==> src/rtl/ext_pipe.sv <==
// Immediate-extension stage feeding a 2-entry in-order buffer with valid/ready handshakes.
// Optional completed-transfer counter on oCount is enabled by defining EXT_PIPE_STAT_EN.
module ext_pipe #(
  parameter int IN_W  = 16,
  parameter int OUT_W = 32,
  parameter int CNT_W = 16
) (
  input  logic             clk,
  input  logic             rst,
  input  logic             iValid,
  output logic             iReady,
  input  logic [1:0]       iMode,
  input  logic [IN_W-1:0]  iData,
  output logic             oValid,
  input  logic             oReady,
  output logic [OUT_W-1:0] oData
`ifdef EXT_PIPE_STAT_EN
  ,
  output logic [CNT_W-1:0] oCount
`endif
);

  if (OUT_W < IN_W + 2 || CNT_W < 1) begin : gBadParam
    $error("ext_pipe: illegal parameters (need OUT_W >= IN_W+2, CNT_W >= 1)");
  end

  logic [OUT_W-1:0] mem [2];
  logic             rdPtr;
  logic             wrPtr;
  logic [1:0]       occ;
  logic [OUT_W-1:0] sextData;
  logic [OUT_W-1:0] extData;
  logic             push;
  logic             pop;

  // Handshake flags come from occupancy only, so iReady never depends on oReady.
  assign iReady = (occ != 2'd2);
  assign oValid = (occ != 2'd0);
  assign oData  = mem[rdPtr];
  assign push   = iValid && iReady;
  assign pop    = oValid && oReady;

  always_comb begin
    sextData = {{(OUT_W-IN_W){iData[IN_W-1]}}, iData};
    extData  = '0;
    case (iMode)
      2'b00:   extData = {{(OUT_W-IN_W){1'b0}}, iData};
      2'b01:   extData = sextData;
      2'b10:   extData = {iData, {(OUT_W-IN_W){1'b0}}};
      default: extData = sextData << 2;
    endcase
  end

  always_ff @(posedge clk or posedge rst) begin
    if (rst) begin
      mem[0] <= '0;
      mem[1] <= '0;
      rdPtr  <= 1'b0;
      wrPtr  <= 1'b0;
      occ    <= 2'd0;
    end else begin
      if (push) begin
        mem[wrPtr] <= extData;
        wrPtr      <= ~wrPtr;
      end
      if (pop) begin
        rdPtr <= ~rdPtr;
      end
      case ({push, pop})
        2'b10:   occ <= occ + 2'd1;
        2'b01:   occ <= occ - 2'd1;
        default: occ <= occ;
      endcase
    end
  end

`ifdef EXT_PIPE_STAT_EN
  always_ff @(posedge clk or posedge rst) begin
    if (rst) begin
      oCount <= '0;
    end else if (pop) begin
      oCount <= oCount + {{(CNT_W-1){1'b0}}, 1'b1};
    end
  end
`endif

endmodule

==> config.mk <==
export PLATFORM = sky130hd
export DESIGN_NAME = ext_pipe
export DESIGN_NICKNAME = d
export VERILOG_FILES = /design/src/rtl/ext_pipe.sv
export SDC_FILE = /design/constraint.sdc
export NUM_CORES = 1
export LEC_CHECK = 0
export CORE_ASPECT_RATIO = 0.8
export CORE_MARGIN = 8
export CORE_UTILIZATION = 55
export DETAILED_ROUTE_END_ITERATION = 6
export GPL_ROUTABILITY_DRIVEN = 0
export HOLD_SLACK_MARGIN = 0.1
export PLACE_DENSITY = 0.9
export SLEW_MARGIN = 20
export SYNTH_ARGS = -nofsm -noshare
export SYNTH_HDL_FRONTEND = slang
export SYNTH_SLANG_ARGS = --single-unit
export TNS_END_PERCENT = 50
==> constraint.sdc <==
create_clock -name clk -period 6.51 [get_ports clk]
set_clock_uncertainty 0.15 [all_clocks]
set_input_delay 1.302 -clock clk [delete_from_list [all_inputs] [get_ports clk]]
set_output_delay 1.302 -clock clk [all_outputs]
set_load 0.01 [all_outputs]
==> impl_results.md, run 1 <==
- DP HPWL: 5.230 mm
- Clock-pin slew on the worst setup and hold paths: ~0.070 ns
- Min-Delay Path Class: reg2reg
- Number of inserted filler cells in the final layout: 462
- Crit-path cells: buf_4 > mux2_2 > clkdlybuf4s50_1
- Clock power share: 16.0%
- Number of endpoints failing setup at the final stage: 0
- Power per cell area: ~500 nW/um2
- Sequential element share of the synthesized area: between 40% and 50%
- Post-synthesis cell count: between 200 and 250
- Slew Viols, Final: 0
- Comb power frac: 50.0%
- # hold bufs at CTS: 0
- GR Util All Layers: about 17%
- Remaining number of nets flagged by the antenna check after routing: 0
- Height of the chip: a little under 90 um
- Worst setup path category: reg2out
- I/O Pins: 56
- Type of element launching the critical path: register
- Root buffer cell: sky130_fd_sc_hd__clkbuf_8
- Placement Rows: 26
- Highest cell delay on the worst timing path: ~0.63 ns
- Crit. End Element: output pin
- Number of antenna violations at the first check in global routing: 0
- Buffering stage count on the worst path with inverters included: 2
- Grt ovf: 0
- Cell-internal power: between 1.5 and 2 mW
- Initial Utilization: 56.55%
- Max transition margin: 29.32%
- Maximum number of pins on one net before global-route repair: 69
- Total CTS buffers: 9
- Clock tree sinks: roughly 70
- Die Width: around 110 um
- Maximum level of the CTS H-tree: 3
- Average vias per placed instance: roughly 5.5
- Die area: 9379 um2
- Resize count post-CTS: 0
- Worst path required time: 5.06 ns
- Crit path time final: 3.746 ns
- Final standard cell utilization of the core: between 60% and 70%
- Wire length of the first global-routing pass: approximately 13 mm
- Setup repair after global routing missed its margin: no
- Crit path arrival time: about 2.3 ns
- Synth Cell Area: ~3600 um2
- Number of nets at the end of the flow: between 300 and 400
- CP Max Fanout: 25
- Vias in the first global route: 2339
- Via total after detailed routing: approximately 2100
- Flop-to-flop setup slack: around 4.3 ns
- Flop pwr share: roughly 34%
- Final total negative setup slack: 0 ns
- Post-synthesis to final-layout area growth: 19.11%
- Highest ir drop seen on vdd: between 0.3 and 0.4 mV
- Count of buffers from port buffering: 55
- Final Hold Vio Count: 0
- Synth warnings: 0
- Synthesized net count: around 260
- Net switching share of the total power: slightly above 30%
- Critical path's slowest cell: sky130_fd_sc_hd__dfrtp_1
- Run status: completed
- DRC violations left: 0
- Peak clock frequency supported by timing: 0.2670 GHz
- P_sw: just under 700 uW
- Period utilization: around 58%
- DR WL/cell: between 15 and 20 um
- Pin slew with the least headroom to its limit: around 1.1 ns
- Count of TritonRoute iterations in the first routing pass: 4
- Clock tree buffer depth: 2
- Top delay family on crit path: buffers and inverters
- Mean area per synthesized cell: around 15 um2
- Latest clock arrival within the worst-skew pair: between 0.3 and 0.4 ns
- Yosys cell types: 28
- Hold Slack: ~0.35 ns
- Inserted Diodes: 0
- Clock tree from TritonCTS: done
- Leakage power: between 2 and 2.5 nW
- Post-Route WL: between 7 and 8 mm
- Post-route design area: around 4300 um2
- Std-Cell Core Area: ~6300 um2
- Cell area after placement: about 4000 um2
- Synthesis-stage register bit count: 68
- Max-cap check violation count: 0
- Total Power Consumption: 2.184 mW
- Proportion of layout cells with a drive suffix above 1: 38.78%
- Initial DRC count: 90
- Post CTS Setup Buffer Count: 0
per-stage QoR:
| step | cells | worst slack [ns] |
|---|---|---|
| after floorplan | 238 | 3.346 |
| after global placement | 362 | 3.097 |
| after detailed placement | 362 | 3.083 |
| after CTS | 378 | 2.738 |
| after global routing | 378 | 2.672 |
| final | 378 | 2.764 |
sequential cells by signal (all words and copies together) (netlist names):
| name | flops |
|---|---|
| occ | 2 |
| wrPtr | 1 |
| mem | 64 |
| rdPtr | 1 |
area by class of cell:
type,count,area (um2),area share [%]
sequential,68,1702,39.82
multi-input combinational,147,1678,39.27
timing repair buffer,57,565.5,13.24
clock buffer,9,123.9,2.899
tap,84,105.1,2.460
clock inverter,7,76.32,1.786
inverter,6,22.52,0.5271
cells in the final DEF, fill, tap and decap left out, types with 2 or more instances in the layout:
cell | synthesis | final
sky130_fd_sc_hd__clkbuf_8 | 0 | 9
sky130_fd_sc_hd__o21ai_0 | 2 | 2
sky130_fd_sc_hd__a22oi_1 | 2 | 2
sky130_fd_sc_hd__inv_1 | 6 | 5
sky130_fd_sc_hd__mux2_4 | 56 | 56
sky130_fd_sc_hd__mux2i_1 | 4 | 4
sky130_fd_sc_hd__nand2_1 | 3 | 3
sky130_fd_sc_hd__and2_0 | 2 | 2
sky130_fd_sc_hd__clkinv_4 | 0 | 2
sky130_fd_sc_hd__buf_4 | 1 | 2
sky130_fd_sc_hd__a22o_1 | 13 | 13
sky130_fd_sc_hd__a21o_1 | 14 | 14
sky130_fd_sc_hd__xnor2_1 | 3 | 3
sky130_fd_sc_hd__nor2b_1 | 2 | 2
sky130_fd_sc_hd__mux2_2 | 35 | 35
sky130_fd_sc_hd__xor2_1 | 2 | 2
sky130_fd_sc_hd__clkinvlp_4 | 0 | 2
sky130_fd_sc_hd__clkdlybuf4s50_1 | 0 | 55
sky130_fd_sc_hd__dfrtp_1 | 68 | 68
worst paths after layout:
check | depth (start not counted) | startpoint | to
max in group asynchronous | 3 | rst | mem[14]
min in group asynchronous | 3 | rst | mem[8]
worst min register to register | 1 | wrPtr | wrPtr
worst min-delay path | 1 | wrPtr | wrPtr
worst max register to register | 3 | occ[0] | mem[61]
worst max-delay path | 3 | rdPtr | oData[12]
power by group through the flow:
stage	registers, mW	logic (mW)	clock network, mW
2_1_floorplan	0.697	0.795	0
3_3_place_gp	0.738	1.08	0
3_5_place_dp	0.749	1.10	0
4_1_cts	0.743	1.11	0.356
5_1_grt	0.770	1.17	0.377
6_report	0.743	1.09	0.349
cell families after synthesis:
| kind of cell | share of synthesized area [%] |
|---|---|
| muxes | 35.54 |
| DFF | 47.44 |
| AOI/OAI and AO/OA | 7.011 |
| buffers and inverters | 5.825 |
| and+or+nand+nor | 2.616 |
| xor gates and xnor gates | 1.221 |
| adders and majority gates | 0.3487 |
Yosys cell counts:
cell type / number / area, um2
sky130_fd_sc_hd__buf_4: 1 / 7.510
sky130_fd_sc_hd__nor2b_1: 2 / 12.51
sky130_fd_sc_hd__o21ai_0: 2 / 10.01
sky130_fd_sc_hd__ha_1: 1 / 12.51
sky130_fd_sc_hd__and2_1: 1 / 6.260
sky130_fd_sc_hd__and3_4: 1 / 11.26
sky130_fd_sc_hd__dfrtp_1: 68 / 1702
sky130_fd_sc_hd__a22o_1: 13 / 113.9
sky130_fd_sc_hd__buf_2: 5 / 25.02
sky130_fd_sc_hd__clkbuf_1: 3 / 11.26
sky130_fd_sc_hd__and2_0: 2 / 12.51
sky130_fd_sc_hd__nand2_1: 3 / 11.26
sky130_fd_sc_hd__mux2_2: 35 / 394.1
sky130_fd_sc_hd__or2_2: 1 / 6.260
sky130_fd_sc_hd__inv_1: 6 / 22.52
sky130_fd_sc_hd__mux2i_1: 4 / 40.04
sky130_fd_sc_hd__a21o_1: 14 / 105.1
sky130_fd_sc_hd__nand2b_4: 1 / 13.76
sky130_fd_sc_hd__nor2_1: 1 / 3.750
sky130_fd_sc_hd__buf_6: 2 / 22.52
sky130_fd_sc_hd__buf_12: 6 / 120.1
sky130_fd_sc_hd__and3b_1: 1 / 8.760
sky130_fd_sc_hd__xor2_1: 2 / 17.52
sky130_fd_sc_hd__a22oi_1: 2 / 15.01
sky130_fd_sc_hd__xnor2_1: 3 / 26.28
sky130_fd_sc_hd__o21a_1: 1 / 7.510
sky130_fd_sc_hd__and2b_1: 1 / 7.510
sky130_fd_sc_hd__mux2_4: 56 / 840.8
worst register-to-register path: stages (launching register included):
cell	delay (ns)
sky130_fd_sc_hd__dfrtp_1	0.42
sky130_fd_sc_hd__nand2b_4	0.17
sky130_fd_sc_hd__and3b_2	0.90
sky130_fd_sc_hd__mux2_2	0.43
layer usage:
layer | vias to the layer above | track usage [%] | wire length (um)
met5 | - | 0 | 0
met4 | 0 | 5.732 | 82
met3 | 9 | 7.060 | 500
met2 | 49 | 26.98 | 3446
met1 | 1052 | 21.59 | 3456
li1 | 954 | - | -
No activity file was read; power rests on OpenSTA's default activity.
==> inputs of run 2 (changes only) <==
Settings changed: CORE_UTILIZATION 55 to 49, PLACE_DENSITY 0.9 to 0.86.
Clock period 6.51 ns to 3.37 ns, I/O delays scaled along.
==> impl_results.md, run 2 (synthesis results as in run 1) <==
- Post-route design area: roughly 4400 um2
- Clock power share: between 10% and 20%
- Remaining number of nets flagged by the antenna check after routing: 0
- Period utilization: roughly four fifths
- GR Util All Layers: about 16%
- Proportion of layout cells with a drive suffix above 1: about two fifths
- Number of nets at the end of the flow: ~310
- Maximum level of the CTS H-tree: 3
- Clock tree sinks: between 60 and 70
- Clock tree buffer depth: 2
- Via total after detailed routing: about 2100
- Cell-internal power: slightly above 3 mW
- DR WL/cell: slightly above 20 um
- Post CTS Setup Buffer Count: 0
- Leakage power: about 2.1 nW
- Net switching share of the total power: a little under a third
- Run status: completed
- Non-filler instance count after layout: about 390
- Post-synthesis to final-layout area growth: 21.80%
- Number of endpoints failing setup at the final stage: 0
- Root buffer cell: sky130_fd_sc_hd__clkbuf_8
- Number of flip-flops in the largest register: between 60 and 70
- Die Width: between 100 and 150 um
- Clock tree from TritonCTS: done
- Initial DRC count: 41
- Most common library cell in the layout ignoring fill and taps: sky130_fd_sc_hd__dfrtp_1
- CP Max Fanout: 22
- Vias in the first global route: between 2000 and 2500
- Regs by FF count: mem x64, occ x2
- Count of TritonRoute iterations in the first routing pass: 4
- Count of buffers from port buffering: 55
- Crit. End Element: output pin
- Flop pwr share: around a third
- Pin slew with the least headroom to its limit: ~1.0 ns
- Worst path required time: ~2.6 ns
- DRC violations left: 0
- Crit path time final: 2.728 ns
- Type of element launching the critical path: register
- Total CTS buffers: 9
- Grt ovf: 0
- Average vias per placed instance: about 5.5
- # hold bufs at CTS: 0
- Worst setup path category: reg2out
- Initial Utilization: 49.47%
- Final total negative setup slack: 0 ns
- Comb power frac: approximately half
- Maximum number of pins on one net before global-route repair: 39
- Cell area after placement: between 4000 and 5000 um2
- Max-cap check violation count: 0
- Post-Route WL: 7.901 mm
- Total Power Consumption: roughly 4.4 mW
- Die area: 10330 um2
- Setup slack at placement: between 0.6 and 0.7 ns
- P_sw: around 1.3 mW
- Max transition margin: a little under a third
- Highest ir drop seen on vdd: 0.5438 mV
- Peak clock frequency supported by timing: between 0.3 and 0.4 GHz
- Commonest cells after routing, fill and taps aside: sky130_fd_sc_hd__dfrtp_1 (68), sky130_fd_sc_hd__mux2_4 (56), sky130_fd_sc_hd__clkdlybuf4s50_1 (55), sky130_fd_sc_hd__mux2_2 (35), sky130_fd_sc_hd__a21o_1 (14)
- Register containing the most flip-flops in the final layout: mem
- Height of the chip: slightly above 90 um
- Number of cells in the design after placement: 370
- Placement Rows: 28
- Std-Cell Core Area: ~7300 um2
- Final Hold Vio Count: 0
- Number of antenna violations at the first check in global routing: 0
- Resize count post-CTS: 0
- Inserted Diodes: 0
- Number of inserted filler cells in the final layout: between 500 and 600
- I/O Pins: 56
- Wire length of the first global-routing pass: between 10 and 15 mm
- Crit path arrival time: ~1.9 ns
- Slew Viols, Final: 0
- Power per cell area: between 1000 and 1500 nW/um2
- Latest clock arrival within the worst-skew pair: between 0.3 and 0.4 ns
- Clock-pin slew on the worst setup and hold paths: around 0.070 ns
- Min-Delay Path Class: reg2reg
- Final critical-path setup slack: around 0.64 ns
- DP HPWL: approximately 5.6 mm
- Setup repair after global routing missed its margin: no
[run 2: critical path, cell delays in order, from the launching register on]
cell	delay [ns]
sky130_fd_sc_hd__dfrtp_1	0.35
sky130_fd_sc_hd__buf_4	0.30
sky130_fd_sc_hd__mux2_2	0.41
sky130_fd_sc_hd__clkdlybuf4s50_1	0.49
[run 2: final cells by class]
cell class / instances / area (um2) / area share, %
multi-input cells: 147 / 1678 / 38.40
clock buffers: 10 / 137.6 / 3.150
well taps: 90 / 112.6 / 2.577
inverters: 6 / 22.52 / 0.5155
repair buffers: 59 / 605.6 / 13.86
flip-flops and latches: 68 / 1702 / 38.95
clock inverters: 6 / 111.4 / 2.549
[run 2: routing by layer]
metal,GRT usage (%),share of wire [%]
met1,19.46,45
met5,0,0
met4,3.746,1.0
met2,25.62,47
met3,6.437,6.1
[run 2: stage by stage]
stage | hold slack (ns) | utilization (%)
after floorplan | 0.3107 | -
after global placement | 0.3261 | 56.82
after detailed placement | 0.3403 | 56.82
after CTS | 0.3505 | 60.25
after global routing | 0.3710 | 60.25
final | 0.3543 | 60.25
[run 2: power groups by stage]
stage | Clock, mW | Combinational [mW] | Sequential (mW)
6_report | 0.816 | 2.19 | 1.42
5_1_grt | 0.868 | 2.33 | 1.46
4_1_cts | 0.832 | 2.22 | 1.42
3_5_place_dp | 0 | 2.20 | 1.42
3_3_place_gp | 0 | 2.16 | 1.40
2_1_floorplan | 0 | 1.54 | 1.35
[run 2: final timing paths]
path,depth (start not counted),slack (ns),endpoint,from
max in group asynchronous,3,1.84,mem[24],rst
worst min register to register,1,0.35,wrPtr,wrPtr
worst max-delay path,3,0.64,oData[14],rdPtr
worst min-delay path,1,0.35,wrPtr,wrPtr
min in group asynchronous,2,0.60,mem[39],rst
worst max register to register,4,1.43,mem[38],occ[0]
